===== config.mk =====
export PLATFORM = sky130hd
export DESIGN_NAME = vga_overlay_ctrl_flat
export DESIGN_NICKNAME = d
export VERILOG_FILES = /design/src/rtl/vga_overlay_ctrl_if.sv /design/src/rtl/vga_overlay_ctrl.sv /design/src/flat_wrapper.sv
export SDC_FILE = /design/constraint.sdc
export NUM_CORES = 1
export LEC_CHECK = 0
export CAP_MARGIN = 20
export CORE_ASPECT_RATIO = 1.1
export CORE_MARGIN = 1.5
export CORE_UTILIZATION = 59
export CTS_CLUSTER_SIZE = 24
export DETAILED_ROUTE_END_ITERATION = 8
export PLACE_DENSITY = 0.81
export SYNTH_ARGS = -nofsm -noshare
export SYNTH_HDL_FRONTEND = slang
export SYNTH_SLANG_ARGS = --single-unit
export TNS_END_PERCENT = 100

===== constraint.sdc =====
create_clock -name clk_in -period 3.1 [get_ports clk_in]
set_input_delay 0.31 -clock clk_in [delete_from_list [all_inputs] [get_ports clk_in]]
set_output_delay 0.31 -clock clk_in [all_outputs]
set_load 0.01 [all_outputs]

===== src/rtl/vga_overlay_ctrl_if.sv =====
// Configuration request port of vga_overlay_ctrl: valid/ready handshake carrying a 3-bit mode.
// The requester uses the master modport; the overlay controller uses the slave modport.
interface vga_overlay_ctrl_if;
    logic       cfg_valid_in;
    logic [2:0] cfg_mode_in;
    logic       cfg_ready_out;

    modport master (
        output cfg_valid_in,
        output cfg_mode_in,
        input  cfg_ready_out
    );

    modport slave (
        input  cfg_valid_in,
        input  cfg_mode_in,
        output cfg_ready_out
    );
endinterface


===== src/rtl/vga_overlay_ctrl.sv =====
// Frame-synchronous overlay mode controller for the VGA pixel mux.
// A debounced push-button steps the pending mode and a valid/ready port loads it directly.
// The pending mode becomes active only on a new_frame_in pulse, so overlays never change
// mid-frame.
// Optional feature macro: OVERLAY_BLINK_EN (crosshair blinks every BLINK_FRAMES frames).
module vga_overlay_ctrl #(
    parameter int unsigned DEBOUNCE_CYCLES = 650000,
    parameter int unsigned BLINK_FRAMES    = 30
) (
    input  logic              clk_in,
    input  logic              rst_in_n,
    input  logic              btn_in,
    input  logic              new_frame_in,
    vga_overlay_ctrl_if.slave cfg_io,
    output logic [2:0]        mode_out,
    output logic              pending_out,
    output logic              mask_on_out,
    output logic              blue_on_out,
    output logic              crosshair_on_out
);
    localparam int unsigned DbW = $clog2(DEBOUNCE_CYCLES + 1);

    typedef enum logic [0:0] {StIdle, StArmed} state_e;

    logic           btn_meta_q, btn_sync_q;
    logic           db_level_q;
    logic [DbW-1:0] db_cnt_q;
    state_e         state_q;
    logic [2:0]     pending_q, active_q;
    logic           defer_q;  // press that coincided with a commit, applied one cycle later

    logic           db_done, press, xfer, press_eff;
    logic [2:0]     pending_inc;

    // Two-flop synchronizer for the asynchronous button.
    always_ff @(posedge clk_in or negedge rst_in_n) begin
        if (!rst_in_n) begin
            btn_meta_q <= 1'b0;
            btn_sync_q <= 1'b0;
        end else begin
            btn_meta_q <= btn_in;
            btn_sync_q <= btn_meta_q;
        end
    end

    // Level flips on the last cycle of a full stable run; a rising flip is a press.
    assign db_done = (btn_sync_q != db_level_q) && (db_cnt_q == DbW'(DEBOUNCE_CYCLES - 1));
    assign press   = db_done && btn_sync_q;

    // Debounce counter: any return to the current level restarts the run.
    always_ff @(posedge clk_in or negedge rst_in_n) begin
        if (!rst_in_n) begin
            db_level_q <= 1'b0;
            db_cnt_q   <= '0;
        end else if (btn_sync_q == db_level_q) begin
            db_cnt_q   <= '0;
        end else if (db_done) begin
            db_level_q <= btn_sync_q;
            db_cnt_q   <= '0;
        end else begin
            db_cnt_q   <= db_cnt_q + DbW'(1);
        end
    end

    assign cfg_io.cfg_ready_out = (state_q == StIdle);
    assign xfer                 = cfg_io.cfg_valid_in && cfg_io.cfg_ready_out;
    assign press_eff            = press || defer_q;
    assign pending_inc          = pending_q + 3'd1;

    // Mode FSM: IDLE holds pending == active, ARMED waits for the frame boundary to commit.
    always_ff @(posedge clk_in or negedge rst_in_n) begin
        if (!rst_in_n) begin
            state_q   <= StIdle;
            pending_q <= 3'd0;
            active_q  <= 3'd0;
            defer_q   <= 1'b0;
        end else begin
            defer_q <= 1'b0;
            case (state_q)
                StIdle: begin
                    // Config wins over a simultaneous press; the press is dropped.
                    if (xfer) begin
                        pending_q <= cfg_io.cfg_mode_in;
                        if (cfg_io.cfg_mode_in != active_q) state_q <= StArmed;
                    end else if (press_eff) begin
                        // pending == active here, so +1 always differs.
                        pending_q <= pending_inc;
                        state_q   <= StArmed;
                    end
                end
                StArmed: begin
                    if (new_frame_in) begin
                        active_q <= pending_q;
                        state_q  <= StIdle;
                        defer_q  <= press;
                    end else if (press) begin
                        pending_q <= pending_inc;
                        if (pending_inc == active_q) state_q <= StIdle;
                    end
                end
                default: state_q <= StIdle;
            endcase
        end
    end

    assign mode_out    = active_q;
    assign mask_on_out = active_q[0];
    assign blue_on_out = active_q[1];
    assign pending_out = (state_q == StArmed);

`ifdef OVERLAY_BLINK_EN
    localparam int unsigned BlW = (BLINK_FRAMES > 1) ? $clog2(BLINK_FRAMES) : 1;

    logic [BlW-1:0] blink_cnt_q;
    logic           blink_phase_q;
    logic           xh_enable;

    // Crosshair being switched on by this frame's commit restarts the blink cycle.
    assign xh_enable = (state_q == StArmed) && new_frame_in && !active_q[2] && pending_q[2];

    // Frame counter toggles the blink phase every BLINK_FRAMES frames.
    always_ff @(posedge clk_in or negedge rst_in_n) begin
        if (!rst_in_n) begin
            blink_cnt_q   <= '0;
            blink_phase_q <= 1'b1;
        end else if (xh_enable) begin
            blink_cnt_q   <= '0;
            blink_phase_q <= 1'b1;
        end else if (new_frame_in) begin
            if (blink_cnt_q == BlW'(BLINK_FRAMES - 1)) begin
                blink_cnt_q   <= '0;
                blink_phase_q <= ~blink_phase_q;
            end else begin
                blink_cnt_q   <= blink_cnt_q + BlW'(1);
            end
        end
    end

    assign crosshair_on_out = active_q[2] & blink_phase_q;
`else
    logic unused_blink;
    assign unused_blink     = ^BLINK_FRAMES;
    assign crosshair_on_out = active_q[2];
`endif
endmodule


===== src/flat_wrapper.sv =====
// flat-port wrapper written by rule: the top's interface ports become plain ports
module vga_overlay_ctrl_flat 
#(
    parameter int unsigned DEBOUNCE_CYCLES = 650000,
    parameter int unsigned BLINK_FRAMES    = 30
)
  (clk_in, rst_in_n, btn_in, new_frame_in, mode_out, pending_out, mask_on_out, blue_on_out, crosshair_on_out, cfg_io_cfg_valid_in, cfg_io_cfg_mode_in, cfg_io_cfg_ready_out);
  vga_overlay_ctrl_if cfg_io_i ();
  input  logic clk_in;
  input  logic rst_in_n;
  input  logic btn_in;
  input  logic new_frame_in;
  output logic [2:0] mode_out;
  output logic pending_out;
  output logic mask_on_out;
  output logic blue_on_out;
  output logic crosshair_on_out;
  input wire logic [$bits(cfg_io_i.cfg_valid_in)-1:0] cfg_io_cfg_valid_in;
  input wire logic [$bits(cfg_io_i.cfg_mode_in)-1:0] cfg_io_cfg_mode_in;
  output wire logic [$bits(cfg_io_i.cfg_ready_out)-1:0] cfg_io_cfg_ready_out;
  assign cfg_io_i.cfg_valid_in = cfg_io_cfg_valid_in;
  assign cfg_io_i.cfg_mode_in = cfg_io_cfg_mode_in;
  assign cfg_io_cfg_ready_out = cfg_io_i.cfg_ready_out;
  vga_overlay_ctrl #(.DEBOUNCE_CYCLES(DEBOUNCE_CYCLES), .BLINK_FRAMES(BLINK_FRAMES)) u_core (.clk_in(clk_in), .rst_in_n(rst_in_n), .btn_in(btn_in), .new_frame_in(new_frame_in), .cfg_io(cfg_io_i), .mode_out(mode_out), .pending_out(pending_out), .mask_on_out(mask_on_out), .blue_on_out(blue_on_out), .crosshair_on_out(crosshair_on_out));
endmodule

==> flow_summary.toml, run 1 <==
[status]
status = "finished clean"

[clock_network]
clock-root-buffer = "clkbuf_4"
cts-resized-gates = 0
clock-sinks = 31
cts_hold_buffers = 0
cts_max_level = 2
cts_setup_buffers = 0
clkLatencyLatePin_ps = 330
numCtsBuffers = 5
path_clk_slew_ps = 90
clk_path_buf_depth = 2
cts_tree = "yes"

[layout]
drive_gt1_share_pct = 10.6
nets = 179
area_growth_pct = 15.1
fillers = 191
multi_input_area_sq_um = 711
mostFrequentLayoutCells = "dfrtp_1, nor2_1, xor2_1"
layout_commonest_cell = "dfrtp_1"
fin_cells = 201
seq_area_sq_um = 776
diodes = 0

[grt]
antenna_found_initial = 0
globalRouteTotalUtil_pct = 22.7
use_met1_pct = 26.2
overflow = 0
grt_pass1_wl_mm = 4.81
busiest_layer = "met2"
met3_usage_pct = 5.85
grt_pass1_vias = 1141
use_met2_pct = 38.6
grt_max_degree = 32

[job]
drv_cap = 0

[power]
p_sw_mw = 0.339
seqPwrFrac_pct = 45.9
combPwrFrac_pct = 30.3
power_frac_clock_pct = 23.8
internal-power_mw = 0.774
peakVddDrop_uv = 481
power_mw = 1.11
p_leak_nw = 0.752
switching_share_pct = 30.5
p_per_area_nw_per_um2 = 629

[timing]
fin_ws_ps = 935
post-route-min-period_ps = 2170
fin_crit_sh_pct = 69.8
setup_viol = 0
fin_tns_setup_ps = 0
rsz0062_at_grt = "no"
max_freq_mhz = 462
relSlewSlack_pct = 42.0
worstMarginPinSlew_ps = 862
slew_viol_final = 0
hold_viol = 0
hold_ws_ps = 358
skew_ps = 7.52

[detailed_routing]
drtPass1Iterations = 4
routed_wl_mm = 2.81
drcViolationCount = 0
ant_nets = 0
drtIter0Drc = 26
viasPerCell = 5.56
via_count = 1118
detail_route.wl_per_cell_um = 14.0

[floorplanning]
pin_count = 16
core_area_sq_um = 2500
num_rows = 19
die_y_um = 56.5
die-width_um = 51.7
start_util_pct = 61.6
fp.dieArea_sq_um = 2920

[worst_setup_path]
crit_type = "flop to flop"
cp.arrival_ps = 2380
rr_worst_depth = 5
worstSetupEndpointType = "flop"
crit_fanout = 4
required_ps = 3310
start_kind = "flop"

[logic_synthesis]
ys_seq_area_share_pct = 50.4
yosysWarnings = 0
avgSynthCellArea_sq_um = 10.2
ys_ff_latch = 31
syn_nets = 161
synth_top_cell_area_share_pct = 50.4
synthCells = 151
synth_cell_type_count = 24
synth_area_leaders = "dfrtp_1, xor2_1, nor2_1"
netlist_area_sq_um = 1540
synth_top_area_cell = "dfrtp_1"

[placed_design]
placedCellCount = 193
place_congestion = 0.788
detailed_place_hpwl_mm = 2.06
place_ws_ps = 944
port_buffers = 15

[worst_hold_path]
worst_hold_path.num_cells = 0
hp-class = "flop to flop"
worst paths after layout:
path	slack, ps	endpoint	startpoint
setup reg to reg	930	u_core.pending_out	u_core.db_cnt_q[6]
hold / removal	360	u_core.btn_sync_q	u_core.btn_meta_q
setup / recovery	930	u_core.pending_out	u_core.db_cnt_q[6]
max in group asynchronous	2450	u_core.db_cnt_q[8]	rst_in_n
min in group asynchronous	370	u_core.mode_out[0]	rst_in_n
hold reg to reg	360	u_core.btn_sync_q	u_core.btn_meta_q
per-stage QoR:
| stage | area (sq um) | utilization (%) |
|---|---|---|
| after floorplan | 1540 | - |
| after global placement | 1700 | 68.2 |
| after detailed placement | 1700 | 68.2 |
| after CTS | 1770 | 70.9 |
| after global routing | 1770 | 70.9 |
| final | 1770 | 70.9 |
registers in the layout, summed over array words and instances, names as in the netlist:
name / count
u_core.pending_q: 3
u_core.btn_meta_q: 1
u_core.db_cnt_q: 20
u_core.db_level_q: 1
u_core.btn_sync_q: 1
u_core.defer_q: 1
u_core.pending_out: 1
u_core.mode_out: 3
cell usage after synthesis:
library cell and instances:
dfrtp_1 31, nor2_1 24, xor2_1 17, nand2_1 11, nand3_1 10, xnor2_1 9, mux2_2 7, nand4_1 6
inv_1 5, nor4_1 5, buf_4 3, nor3_1 3, buf_2 2, ha_1 2, nand2b_1 2, nor2b_1 2
o21ai_0 2, o32ai_1 2, or2_2 2, or3_1 2, and3_1 1, nor4_2 1, or4_1 1, or4b_1 1
critical path: stages (launching register included):
cell	delay, ps
dfrtp_1	430
or4b_1	530
or3_1	350
or3_1	350
nor4_2	270
o32ai_1	130
power by group through the flow:
stage	Clock [mW]	Combinational [mW]	Sequential, mW
5_1_grt	0.295	0.368	0.519
6_report	0.264	0.338	0.511
3_3_place_gp	0	0.328	0.516
3_5_place_dp	0	0.340	0.519
2_1_floorplan	0	0.212	0.519
4_1_cts	0.275	0.341	0.511
layer usage:
metal	part of all wire, %	wire length [um]	vias to the layer above
met1	41	1160	522
li1	-	-	555
met4	1.7	48	0
met3	4.7	133	5
met5	0	0	-
met2	52	1470	36
final cells by class:
class / instances / share of cell area (%)
Tap cell: 31 / 2.19
Inverter: 5 / 1.06
Sequential cell: 31 / 43.8
Clock buffer: 8 / 3.89
Multi-Input combinational cell: 110 / 40.1
Timing Repair Buffer: 16 / 8.90
logic make-up after synthesis:
group                    after synthesis  share of synthesized area (%)
AO/OA/AOI/OAI                          4                           1.79
XOR/XNOR                              26                           14.8
adder cells (fa/ha/maj)                2                           1.63
buffers and inverters                 10                           3.34
flip-flops                            31                           50.4
multiplexers                           7                           5.13
AND/OR/NAND/NOR                       71                           22.9
No activity file was read; power rests on OpenSTA's default activity.
==> run 2, diff against run 1 <==
--- a/config.mk
+++ b/config.mk
@@ -8,10 +8,10 @@
 export CAP_MARGIN = 20
 export CORE_ASPECT_RATIO = 1.1
 export CORE_MARGIN = 1.5
-export CORE_UTILIZATION = 59
+export CORE_UTILIZATION = 50
 export CTS_CLUSTER_SIZE = 24
 export DETAILED_ROUTE_END_ITERATION = 8
-export PLACE_DENSITY = 0.81
+export PLACE_DENSITY = 0.72
 export SYNTH_ARGS = -nofsm -noshare
 export SYNTH_HDL_FRONTEND = slang
 export SYNTH_SLANG_ARGS = --single-unit
==> constraint.sdc (replaced) <==
create_clock -name clk_in -period 1.9 [get_ports clk_in]
set_input_delay 0.19 -clock clk_in [delete_from_list [all_inputs] [get_ports clk_in]]
set_output_delay 0.19 -clock clk_in [all_outputs]
set_load 0.01 [all_outputs]
==> flow_summary.toml, run 2 (same netlist as run 1, synthesis figures left out) <==
[worst_setup_path]
crit_fanout = 3
required_ps = 2110
start_kind = "flop"
worstSetupEndpointType = "flop"
cp.arrival_ps = 2310
crit_type = "flop to flop"

[power]
combPwrFrac_pct = 30.4
p_sw_mw = 0.557
peakVddDrop_uv = 790
power_frac_clock_pct = 23.9
seqPwrFrac_pct = 45.8
p_leak_nw = 0.852
p_per_area_nw_per_um2 = 945
switching_share_pct = 30.5
internal-power_mw = 1.27

[detailed_routing]
detail_route.wl_per_cell_um = 13.1
routed_wl_mm = 2.87
drtPass1Iterations = 4
drtIter0Drc = 24
drcViolationCount = 0
ant_nets = 0
via_count = 1198
viasPerCell = 5.45

[timing]
setup_viol = 4
fin_ws_ps = -201
rsz0062_at_grt = "yes"
hold_ws_ps = 243
relSlewSlack_pct = 67.6
slew_viol_final = 0
post-route-min-period_ps = 2100
hold_viol = 0
worstMarginPinSlew_ps = 484
max_freq_mhz = 476
skew_ps = 6.66
fin_crit_sh_pct = 111

[grt]
globalRouteTotalUtil_pct = 20.0
grt_pass1_vias = 1214
antenna_found_initial = 0
grt_max_degree = 32
overflow = 0
grt_pass1_wl_mm = 5.14

[clock_network]
cts_setup_buffers = 0
path_clk_slew_ps = 90
clk_path_buf_depth = 2
clkLatencyLatePin_ps = 330
cts_hold_buffers = 0
clock-sinks = 31
cts_max_level = 2
clock-root-buffer = "clkbuf_4"
numCtsBuffers = 5
cts_tree = "yes"

[layout]
area_growth_pct = 25.6
fin_cells = 220
largest-register = "u_core.db_cnt_q"
diodes = 0
mostFrequentLayoutCells = "dfrtp_1, nor2_1, xor2_1, buf_4, clkdlybuf4s50_1"
nets = 196
layout_commonest_cell = "dfrtp_1"
drive_gt1_share_pct = 20.9
largest_reg_flops = 20

[floorplanning]
die_y_um = 61.2
num_rows = 20
pin_count = 16
die-width_um = 55.9
start_util_pct = 53.9
core_area_sq_um = 2850
fp.dieArea_sq_um = 3420

[job]
drv_cap = 0

[placed_design]
detailed_place_hpwl_mm = 2.16
placedCellCount = 212
place_congestion = 0.903
port_buffers = 15

[status]
status = "finished with violations"
violations = "negative setup slack"

[worst_hold_path]
hp-class = "primary input to asynchronous set/reset pin"
==> run 2: final cells by class <==
cell class / count / area, sq um
clock buffers: 8 / 68.8
fillers: 228 / 921
inverters: 5 / 18.8
multi-input cells: 110 / 729
flip-flops and latches: 31 / 776
well taps: 33 / 41.3
repair buffers: 33 / 298
==> run 2: metrics by stage <==
step | setup WS (ps) | TNS [ps] | utilization, % | total power [mW] | instance area (sq um)
final | -201 | -694 | 67.7 | 1.83 | 1930
after detailed placement | -219 | -842 | 65.0 | 1.41 | 1850
after floorplan | -145 | -551 | - | 1.19 | 1550
after global routing | -264 | -2310 | 67.7 | 1.93 | 1930
after CTS | -221 | -778 | 67.7 | 1.84 | 1930
after global placement | -152 | -588 | 65.0 | 1.40 | 1850
==> run 2: what timing repair did <==
action                                  4_1_cts  5_1_grt
gates cloned                                  0        0
gates resized for setup                       2        0
pin swaps                                     2        0
endpoints found under the setup margin        5       25
==> run 2: critical path, stage by stage, from the launching register on <==
cell and delay [ps]:
dfrtp_1 380, or4b_4 540, or3_4 390, or3_4 400, nor4_2 140, o32ai_1 120
==> run 2: routing by layer <==
layer / GRT usage, % / vias up / part of all wire (%)
li1: - / 578 / -
met5: 0 / - / 0
met1: 21.3 / 579 / 43
met2: 36.4 / 30 / 50
met4: 12.9 / 0 / 3.2
met3: 5.04 / 11 / 4.1
==> run 2: worst paths after layout <==
path                            slack [ps]  cells past startpoint                from            endpoint
worst max register to register        -200                      5  u_core.db_cnt_q[7]  u_core.pending_out
worst min register to register         360                      0   u_core.btn_meta_q   u_core.btn_sync_q
max in group asynchronous             1380                      2            rst_in_n  u_core.mode_out[2]
worst min-delay path                   240                      2            rst_in_n  u_core.db_cnt_q[3]
worst max-delay path                  -200                      5  u_core.db_cnt_q[7]  u_core.pending_out
min in group clk_in                    290                      1              btn_in   u_core.btn_meta_q
==> run 2: power groups by stage <==
| stage | Clock, mW | Combinational, mW | Sequential, mW |
|---|---|---|---|
| 2_1_floorplan | 0 | 0.345 | 0.846 |
| 3_3_place_gp | 0 | 0.551 | 0.845 |
| 3_5_place_dp | 0 | 0.556 | 0.849 |
| 4_1_cts | 0.446 | 0.557 | 0.836 |
| 5_1_grt | 0.480 | 0.599 | 0.849 |
| 6_report | 0.436 | 0.554 | 0.835 |
